### src/rtl/tsn_gcl_scheduler.sv
// Gate control list scheduler for one TSN egress port.
// Plays a list of {gate vector, interval} entries from the oper bank while software
// fills the admin bank; the two banks are swapped only at a list-cycle boundary.
module tsn_gcl_scheduler #(
   parameter int unsigned       GCL_DEPTH     = 16,
   parameter int unsigned       IDX_W         = 4,
   parameter int unsigned       GATE_W        = 8,
   parameter int unsigned       INTV_W        = 20,
   parameter logic [GATE_W-1:0] DEFAULT_GATES = 8'hFF
) (
   input  logic              syc_clk_250m,
   input  logic              sys_reset,
   input  logic              init_finish,
   input  logic              cfg_enable,
   input  logic              cfg_wr_en,
   input  logic [IDX_W:0]    cfg_wr_addr,
   input  logic [GATE_W-1:0] cfg_wr_gate,
   input  logic [INTV_W-1:0] cfg_wr_intv,
   input  logic [IDX_W:0]    cfg_list_len,
   input  logic              cfg_commit,
   output logic [GATE_W-1:0] gate_state,
   output logic [IDX_W-1:0]  gate_idx,
   output logic              cycle_start,
   output logic              commit_ack,
   output logic              commit_pending,
   output logic              cfg_err,
   output logic              running
);

   localparam logic [0:0] StIdle = 1'b0;
   localparam logic [0:0] StRun  = 1'b1;

   localparam int unsigned    MemDepth = 2 * GCL_DEPTH;
   localparam logic [IDX_W:0] DepthW   = GCL_DEPTH[IDX_W:0];

   // Both banks share one array; the bank select is the top address bit.
   logic [GATE_W-1:0] gate_mem [MemDepth];
   logic [INTV_W-1:0] intv_mem [MemDepth];

   logic [0:0]        state_q, state_d;
   logic [GATE_W-1:0] gate_state_q, gate_state_d;
   logic [IDX_W-1:0]  gate_idx_q, gate_idx_d;
   logic [INTV_W-1:0] cnt_q, cnt_d;
   logic              oper_sel_q, oper_sel_d;
   logic [IDX_W:0]    oper_len_q, oper_len_d;
   logic [IDX_W:0]    len_lat_q, len_lat_d;
   logic              pend_q, pend_d;
   logic              cycle_start_q, cycle_start_d;
   logic              ack_q, ack_d;
   logic              err_q, err_d;
   logic              running_q, running_d;

   logic              wr_bad;
   logic              wr_ok;
   logic              commit_bad;
   logic              commit_ok;
   logic [IDX_W:0]    wr_ptr;
   logic              go;
   logic              at_last;
   logic              rd_bank;
   logic [IDX_W-1:0]  rd_idx;
   logic [IDX_W:0]    rd_ptr;
   logic [GATE_W-1:0] rd_gate;
   logic [INTV_W-1:0] rd_intv;
   logic [INTV_W-1:0] rd_cnt;

   assign wr_bad     = cfg_wr_en && (cfg_wr_addr >= DepthW);
   assign wr_ok      = sys_reset && cfg_wr_en && !wr_bad;
   assign commit_bad = cfg_commit && ((cfg_list_len == '0) || (cfg_list_len > DepthW));
   assign commit_ok  = cfg_commit && !commit_bad;
   // Writes always go to the admin bank, i.e. the one that a pending commit will swap in.
   assign wr_ptr     = {~oper_sel_q, cfg_wr_addr[IDX_W-1:0]};
   assign go         = cfg_enable && init_finish;
   assign at_last    = ({1'b0, gate_idx_q} == (oper_len_q - 1'b1));

   // Admin-bank write port; bank contents survive reset.
   always_ff @(posedge syc_clk_250m) begin
      if (wr_ok) begin
         gate_mem[wr_ptr] <= cfg_wr_gate;
         intv_mem[wr_ptr] <= cfg_wr_intv;
      end
   end

   // Select the entry loaded on the next edge: entry 0 on start or wrap, else the successor.
   // At a wrap with a commit pending the entry comes from the bank being swapped in.
   always_comb begin
      rd_idx  = ((state_q == StIdle) || at_last) ? '0 : gate_idx_q + 1'b1;
      rd_bank = ((state_q == StRun) && at_last && pend_q) ? ~oper_sel_q : oper_sel_q;
   end

   assign rd_ptr  = {rd_bank, rd_idx};
   assign rd_gate = gate_mem[rd_ptr];
   assign rd_intv = intv_mem[rd_ptr];
   // A zero interval still occupies one cycle.
   assign rd_cnt  = (rd_intv == '0) ? INTV_W'(1) : rd_intv;

   // Next-state logic for the IDLE/RUN sequencer, bank swap and commit bookkeeping.
   always_comb begin
      state_d       = state_q;
      gate_state_d  = gate_state_q;
      gate_idx_d    = gate_idx_q;
      cnt_d         = cnt_q;
      oper_sel_d    = oper_sel_q;
      oper_len_d    = oper_len_q;
      len_lat_d     = len_lat_q;
      pend_d        = pend_q;
      cycle_start_d = 1'b0;
      ack_d         = 1'b0;
      err_d         = wr_bad || commit_bad;
      running_d     = running_q;

      unique case (state_q)
         StIdle: begin
            gate_state_d = DEFAULT_GATES;
            gate_idx_d   = '0;
            running_d    = 1'b0;
            if (pend_q) begin
               // Swap first; entering RUN waits for the following cycle.
               oper_sel_d = ~oper_sel_q;
               oper_len_d = len_lat_q;
               pend_d     = 1'b0;
               ack_d      = 1'b1;
            end else if (go && (oper_len_q != '0)) begin
               state_d       = StRun;
               gate_idx_d    = rd_idx;
               gate_state_d  = rd_gate;
               cnt_d         = rd_cnt;
               cycle_start_d = 1'b1;
               running_d     = 1'b1;
            end
         end
         StRun: begin
            if (!go) begin
               // Abort to idle; a pending commit is kept and applied from IDLE.
               state_d      = StIdle;
               gate_state_d = DEFAULT_GATES;
               gate_idx_d   = '0;
               cnt_d        = '0;
               running_d    = 1'b0;
            end else if (cnt_q <= INTV_W'(1)) begin
               gate_idx_d   = rd_idx;
               gate_state_d = rd_gate;
               cnt_d        = rd_cnt;
               if (at_last) begin
                  cycle_start_d = 1'b1;
                  if (pend_q) begin
                     oper_sel_d = ~oper_sel_q;
                     oper_len_d = len_lat_q;
                     pend_d     = 1'b0;
                     ack_d      = 1'b1;
                  end
               end
            end else begin
               cnt_d = cnt_q - 1'b1;
            end
         end
         default: begin
            state_d = StIdle;
         end
      endcase

      // A new valid commit re-arms the swap and overwrites any latched length.
      if (commit_ok) begin
         pend_d    = 1'b1;
         len_lat_d = cfg_list_len;
      end
   end

   // State registers with synchronous active-low reset.
   always_ff @(posedge syc_clk_250m) begin
      if (!sys_reset) begin
         state_q       <= StIdle;
         gate_state_q  <= DEFAULT_GATES;
         gate_idx_q    <= '0;
         cnt_q         <= '0;
         oper_sel_q    <= 1'b0;
         oper_len_q    <= '0;
         len_lat_q     <= '0;
         pend_q        <= 1'b0;
         cycle_start_q <= 1'b0;
         ack_q         <= 1'b0;
         err_q         <= 1'b0;
         running_q     <= 1'b0;
      end else begin
         state_q       <= state_d;
         gate_state_q  <= gate_state_d;
         gate_idx_q    <= gate_idx_d;
         cnt_q         <= cnt_d;
         oper_sel_q    <= oper_sel_d;
         oper_len_q    <= oper_len_d;
         len_lat_q     <= len_lat_d;
         pend_q        <= pend_d;
         cycle_start_q <= cycle_start_d;
         ack_q         <= ack_d;
         err_q         <= err_d;
         running_q     <= running_d;
      end
   end

   assign gate_state     = gate_state_q;
   assign gate_idx       = gate_idx_q;
   assign cycle_start    = cycle_start_q;
   assign commit_ack     = ack_q;
   assign commit_pending = pend_q;
   assign cfg_err        = err_q;
   assign running        = running_q;

endmodule

### config.mk
export PLATFORM = sky130hd
export DESIGN_NAME = tsn_gcl_scheduler
export DESIGN_NICKNAME = d
export VERILOG_FILES = /design/src/rtl/tsn_gcl_scheduler.sv
export SDC_FILE = /design/constraint.sdc
export NUM_CORES = 1
export LEC_CHECK = 0
export ABC_AREA = 1
export BUFFER_PORTS_ARGS = -buffer_cell sky130_fd_sc_hd__buf_2
export CORE_MARGIN = 1
export CORE_UTILIZATION = 45
export DETAILED_ROUTE_END_ITERATION = 16
export GPL_TIMING_DRIVEN = 0
export PLACE_DENSITY = 0.56
export SYNTH_ARGS = -nofsm -noshare
export SYNTH_HDL_FRONTEND = slang
export SYNTH_SLANG_ARGS = --single-unit
### constraint.sdc
create_clock -name syc_clk_250m -period 4.2 [get_ports syc_clk_250m]
set_clock_uncertainty 0.15 [all_clocks]
set_input_delay 1.26 -clock syc_clk_250m [delete_from_list [all_inputs] [get_ports syc_clk_250m]]
set_output_delay 1.26 -clock syc_clk_250m [all_outputs]
set_load 0.1 [all_outputs]
==> results of run 1 <==
[kinds of logic (layout without fill, tap and decap cells)]
logic type | Yosys count | in the layout | synth area share
AOI/OAI and AO/OA | 283 | 283 | 0.0425
xor gates and xnor gates | 19 | 19 | 0.00426
adders and majority gates | 4 | 4 | 0.00123
buffers and inverters | 668 | 949 | 0.0677
DFF | 945 | 945 | 0.683
muxes | 48 | 48 | 0.0118
and+or+nand+nor | 1666 | 1666 | 0.189
[repair_timing]
action | in CTS | in global routing
endpoints found under the setup margin | 2 | 8
pin swaps | 0 | 0
resized for setup | 2 | 27
hold endpoints to repair | 0 | 0
[sequential cells by signal, indices dropped and copies added (netlist names), 4 cells and up]
signal and flops:
intv_mem 640, gate_mem 256, cnt_q 20, gate_state 8, len_lat_q 5, oper_len_q 5
gate_idx 4
[worst max path at each step]
| stage | startpoint | end | slack, ns | cells past startpoint |
|---|---|---|---|---|
| after floorplan | sys_reset | gate_mem[0][0] | 0.46 | 5 |
| after global placement | sys_reset | intv_mem[15][15] | -2.68 | 6 |
| after detailed placement | sys_reset | intv_mem[17][2] | -0.31 | 7 |
| after CTS | oper_len_q[0] | gate_state[1] | 0.12 | 20 |
| after global routing | gate_idx[0] | cnt_q[0] | -0.02 | 15 |
| final | gate_idx[0] | cnt_q[0] | 0.11 | 15 |
[routing by layer]
| layer | up-vias | wire, µm | track usage |
|---|---|---|---|
| li1 | 13165 | - | - |
| met1 | 14827 | 62400 | 0.475 |
| met2 | 1920 | 67600 | 0.507 |
| met3 | 293 | 17500 | 0.0645 |
| met4 | 2 | 6310 | 0.132 |
| met5 | - | 15 | 0 |
[layout by cell type (no fill, tap or decap), types with 7 or more instances in the layout]
cell type	instances
a211oi_1	31
a21oi_1	30
a31oi_1	11
buf_1	13
buf_12	24
buf_16	11
buf_2	164
buf_4	23
bufinv_16	9
clkbuf_1	102
clkbuf_16	101
clkbuf_2	7
clkinv_1	28
clkinv_2	19
dfxtp_1	49
edfxtp_1	896
inv_1	422
mux2i_1	48
nand2_1	593
nand3_1	564
nand4_1	196
nor2_1	179
nor2_4	32
nor3_1	7
o211ai_1	68
o21ai_0	96
o21ai_1	23
o22ai_1	13
or2_2	81
xor2_1	14
[area by class of cell]
| class | count | area, µm² |
|---|---|---|
| repair buffers | 95 | 1080 |
| flip-flops and latches | 945 | 27900 |
| well taps | 1176 | 1470 |
| multi-input cells | 2020 | 10400 |
| inverters | 428 | 1610 |
| clock buffers | 122 | 2620 |
| plain buffers | 239 | 1170 |
| fillers | 7920 | 43000 |
| clock inverters | 65 | 586 |
[tightest hold or removal path: stages, from the launching register on]
cell and delay, ns:
dfxtp_1 0.32, nand2_1 0.05, nand3_1 0.06
[stage by stage]
| step | std cells | hold slack [ns] |
|---|---|---|
| floorplan | 3633 | 0.292 |
| global placement | 4869 | 0.303 |
| detailed placement | 4904 | 0.303 |
| CTS | 5091 | 0.318 |
| global route | 5090 | 0.339 |
| finish | 5090 | 0.317 |
[where the power goes]
| group | switching, mW | internal, mW |
|---|---|---|
| Clock | 3.84 | 5.00 |
| Combinational | 0.831 | 0.262 |
| Sequential | 0.0336 | 10.4 |
==> results.tsv, run 1 <==
stage	metric	value	unit
floorplan	die-area	91900	µm²
detailed_routing	drt_iter0_drc	4459	
logic_synthesis	synthCells	3633	
global_route	overflow	0	
critical_path	rr_endpoint	cnt_q[0]	
detailed_routing	firstDrtPassIters	8	
detailed_routing	vias	30207	
critical_path	cp_slowest_stage_delay	0.93	ns
cells_and_area	diodes	0	
critical_path	critPathMaxFanout	10	
power_and_ir_drop	power_density	434	nW/µm²
logic_synthesis	synth_top_area_frac	0.659	
critical_path	rrSetupSlack	0.11	ns
critical_path	arrival	4.55	ns
logic_synthesis	netlist_top_cells_area	edfxtp_1 (66%), nand3_1 (6.9%), nand2_1 (5.5%)	
critical_path	reg2reg_depth	15	
logic_synthesis	synth_cell_type_count	37	
sta	setup_ws	0.107	ns
power_and_ir_drop	power	20.3	mW
detailed_routing	finalWirelength	154	mm
critical_path	critPathKind	flop to flop	
floorplan	core_area	89900	µm²
clocking	cts-root-buf	clkbuf_16	
placement	io_buffer_count	60	
critical_path	required	4.66	ns
sta	max_freq	0.244	GHz
detailed_routing	ant_nets	0	
floorplan	initial_core_util	0.454	
global_route	grt_usage	0.335	
sta	grt_setup_unrepaired	yes	
critical_path	cp_slowest_cell	clkbuf_1	
critical_path	start_kind	flop	
detailed_routing	drcViolationCount	0	
clocking	h-tree-depth	3	
logic_synthesis	ys_ff_latch	945	
global_route	grt_pass1_wl	212	mm
critical_path	cp_cell_sequence	inv_2 > clkbuf_1 > clkbuf_1 > nand4_1 > nand3_1 > nand3_1 > nand3_1 > nand3_1 > nand2_1 > nand2_1 > nor2_1 > nand3_1 > o21bai_1 > nand2_1 > a21oi_1	
logic_synthesis	synth.top_cells.by_count	edfxtp_1 (896), nand2_1 (596), nand3_1 (566)	
outcome	status	finished clean	
cells_and_area	num-nets-final	3878	
worst_hold_path	hold_path.class	flop to flop	
sta	fin_crit	4.09	ns
critical_path	crit_family	buffers and inverters	
clocking	cts.clk_slew.worst_paths	0.06	ns
logic_synthesis	synth_top_cell_by_area	edfxtp_1	
clocking	cts_setup_buffers	0	
power_and_ir_drop	ir_worst_vdd	321	µV
sta	fin_tns_setup	0	ns
logic_synthesis	synthArstFlopShare	0	
power_and_ir_drop	power_leakage	18.0	nW
cells_and_area	final_cell_area	46800	µm²
cells_and_area	layout-drive-gt1-share	0.130	
global_route	grt_max_degree	33	
placement	postPlaceCellArea	43600	µm²
sta	finalCritPeriodShare	0.974	
logic_synthesis	synth.most_common_cell	edfxtp_1	
sta	maxSlewViolCount	0	
clocking	cts_hold_buf	0	
worst_hold_path	hp-start	gate_state[2]	
logic_synthesis	synth-edff-count	896	
logic_synthesis	syn_avg_cell_area	11.2	µm²
clocking	clock-sinks	945	
clocking	clkLatencyLatePin	0.68	ns
clocking	clockBufferDepth	3	
critical_path	crit_top_cell	nand3_1	
worst_hold_path	min_path_cells	2	
sta	worst_slew_pin_slew	1.21	ns
placement	pre_cts_ws	-0.311	ns
logic_synthesis	syn-num-nets	3681	
critical_path	r2r-start	gate_idx[0]	
logic_synthesis	ys.flop_type	edfxtp_1	
global_route	grt_pass1_vias	27631	
detailed_routing	vias_per_cell	5.93	
floorplan	ios	61	
worst_hold_path	min_to	gate_state[2]	
logic_synthesis	yosysSeqAreaShare	0.683	
floorplan	row_count	110	
logic_synthesis	yosysWarnings	0	
critical_path	crit_buf_inv	3	
clocking	numCtsBuffers	101	
cells_and_area	utilization	0.521	
cells_and_area	syn2layout_area_growth	14.8	%
detailed_routing	wire_per_inst	30.2	µm
placement	gp_congestion	0.902	
critical_path	end_kind	flop	
sta	relSlewSlack	0.193	
global_route	antenna_found_initial	3	
sta	setup_viol	0	
clocking	cts_tree	built	
run	drv_cap	0	
logic_synthesis	syn-cell-area	40800	µm²
floorplan	die_h	303	µm
placement	dp_hpwl	104	mm
floorplan	die_w	303	µm
sta	finalHoldViolCount	0	
Note: power is estimated with default switching activity, not from simulation.
==> run 2: changes to the inputs <==
--- a/config.mk
+++ b/config.mk
@@ -7,11 +7,13 @@
 export LEC_CHECK = 0
 export ABC_AREA = 1
 export BUFFER_PORTS_ARGS = -buffer_cell sky130_fd_sc_hd__buf_2
+export CELL_PAD_IN_SITES_DETAIL_PLACEMENT = 1
+export CELL_PAD_IN_SITES_GLOBAL_PLACEMENT = 2
 export CORE_MARGIN = 1
-export CORE_UTILIZATION = 45
+export CORE_UTILIZATION = 43
 export DETAILED_ROUTE_END_ITERATION = 16
-export GPL_TIMING_DRIVEN = 0
-export PLACE_DENSITY = 0.56
+export GPL_TIMING_DRIVEN = 1
+export PLACE_DENSITY = 0.75
 export SYNTH_ARGS = -nofsm -noshare
 export SYNTH_HDL_FRONTEND = slang
 export SYNTH_SLANG_ARGS = --single-unit
==> run 2 against run 1 <==
Effect of this change: global-route usage shrank 4.2 points; routed wire length down 8.9%; sequential cell count unchanged; first-iteration DRC count down 44%; sequential share of layout area is 0.13 points higher; non-clock buffer count down 118; combinational power decreased by 5%; critical path type unchanged; critical endpoint unchanged.
==> results.tsv, run 2 (synthesis results as in run 1) <==
stage	metric	value	unit
critical_path	cp_slowest_stage_delay	0.35	ns
detailed_routing	firstDrtPassIters	5	
clocking	cts.clk_slew.worst_paths	0.06	ns
critical_path	end_kind	flop	
cells_and_area	num-nets-final	3760	
floorplan	die_h	310	µm
cells_and_area	utilization	0.499	
global_route	grt_pass1_vias	29877	
cells_and_area	syn2layout_area_growth	14.6	%
clocking	cts_tree	built	
sta	finalHoldViolCount	0	
global_route	antenna_found_initial	7	
sta	setup_viol	0	
clocking	clkLatencyLatePin	0.70	ns
sta	fin_crit	3.85	ns
power_and_ir_drop	power_leakage	18.1	nW
detailed_routing	vias	29322	
run	drv_cap	0	
detailed_routing	vias_per_cell	5.80	
power_and_ir_drop	ir_worst_vdd	445	µV
detailed_routing	drcViolationCount	0	
outcome	status	finished clean	
critical_path	critPathKind	flop to flop	
cells_and_area	top_regs	intv_mem: 640 flops, gate_mem: 256 flops, cnt_q: 20 flops	
global_route	overflow	0	
clocking	cts_hold_buf	0	
cells_and_area	layout_common_cells	edfxtp_1 (896), nand2_1 (594), nand3_1 (566)	
critical_path	crit_top_cell	nand3_1	
placement	io_buffer_count	60	
floorplan	ios	61	
clocking	ctsResizeCount	0	
critical_path	arrival	4.31	ns
critical_path	cp_cell_sequence	inv_1 > ha_1 > nand2_1 > inv_1 > nor2_1 > nand3_1 > nor2_2 > nand2_8 > nand3_4 > buf_12 > buf_12 > nand2_1 > nand3_1 > nand3_1 > nand3_1 > nand3_1 > nand2_1 > nand2_1 > nor2_1 > nand3_1 > o21bai_1 > nand2_1 > a21oi_1	
critical_path	start_kind	flop	
cells_and_area	top_register	intv_mem	
cells_and_area	stdcell_count	5053	
clocking	numCtsBuffers	101	
sta	max_freq	0.260	GHz
power_and_ir_drop	p_int	15.5	mW
power_and_ir_drop	p_clk_frac	0.432	
placement	dp_hpwl	79.2	mm
sta	finalCritPeriodShare	0.916	
sta	maxSlewViolCount	0	
placement	gp_congestion	0.855	
placement	placed_cells	4863	
critical_path	critPathMaxFanout	55	
power_and_ir_drop	power	20.1	mW
detailed_routing	finalWirelength	140	mm
critical_path	cp_slowest_cell	dfxtp_1	
floorplan	core_area	93600	µm²
cells_and_area	largest_register_ff_count	640	
cells_and_area	final_cell_area	46700	µm²
cells_and_area	layout-drive-gt1-share	0.129	
clocking	cts-root-buf	clkbuf_16	
power_and_ir_drop	swShare	0.229	
placement	postPlaceCellArea	43500	µm²
sta	worst_hold_slack	0.318	ns
detailed_routing	ant_nets	0	
critical_path	required	4.66	ns
clocking	h-tree-depth	3	
global_route	grt_usage	0.293	
detailed_routing	wire_per_inst	27.7	µm
power_and_ir_drop	sequentialPowerShare	0.516	
power_and_ir_drop	power.share.combinational	0.052	
worst_hold_path	hold_path.class	flop to flop	
floorplan	die-area	96100	µm²
clocking	clockBufferDepth	3	
global_route	grt_max_degree	99	
sta	relSlewSlack	0.342	
floorplan	initial_core_util	0.436	
cells_and_area	final_common_cell	edfxtp_1	
floorplan	row_count	112	
global_route	grt_pass1_wl	204	mm
power_and_ir_drop	p_switching	4.61	mW
power_and_ir_drop	power_density	431	nW/µm²
floorplan	die_w	310	µm
sta	worst_slew_pin_slew	0.985	ns
clocking	clock-sinks	945	
clocking	cts_setup_buffers	0	
detailed_routing	drt_iter0_drc	2498	
-- run 2: changes by cell type in the layout (fill, tap and decap cells not counted), sizes merged --
cell,delta
inv,-5
diode,+2
clkbuf,-93
clkinv,+6
bufinv,-3
clkinvlp,+1
buf,-23
-- run 2: final timing paths --
| kind | startpoint | to | slack (ns) | depth (start not counted) |
|---|---|---|---|---|
| max | oper_len_q[0] | cnt_q[0] | 0.35 | 23 |
| min | running | running | 0.32 | 2 |
| max reg2reg | oper_len_q[0] | cnt_q[0] | 0.35 | 23 |
| min reg2reg | running | running | 0.32 | 2 |
-- run 2: power groups by stage --
stage	registers [mW]	logic (mW)	clock network (mW)
finish	10.4	1.04	8.70
floorplan	10.6	0.530	0
detailed placement	10.6	1.03	0
global route	10.4	1.13	9.12
CTS	10.4	1.04	8.81
global placement	10.6	1.00	0
-- run 2: through the flow --
stage,worst slack [ns],TNS [ns]
after CTS,0.122,0
after detailed placement,0.158,0
after global placement,0.160,0
after floorplan,0.457,0
final,0.354,0
after global routing,-0.00885,-0.00885
-- run 2: worst max-delay path, delay by kind of cell (launching register included) --
kind / cells / cell delay [ns]
and+or+nand+nor: 16 / 1.97
buffers and inverters: 4 / 0.62
DFF: 1 / 0.35
adders and majority gates: 1 / 0.31
AOI/OAI and AO/OA: 2 / 0.28
-- run 2: per-layer routing --
layer	share of wire	GRT usage
met4	0.036	0.107
met2	0.49	0.492
met5	0.00039	0
met3	0.062	0.0457
met1	0.41	0.384
-- run 2: cell type report --
cell class              instances  area [µm²]
diodes                          2        5.00
clock buffers                 124        2670
flip-flops and latches        945       27900
inverters                     428        1630
fillers                      9917       46900
well taps                    1254        1570
repair buffers                216        2010
multi-input cells            2020       10400
clock inverters                64         526
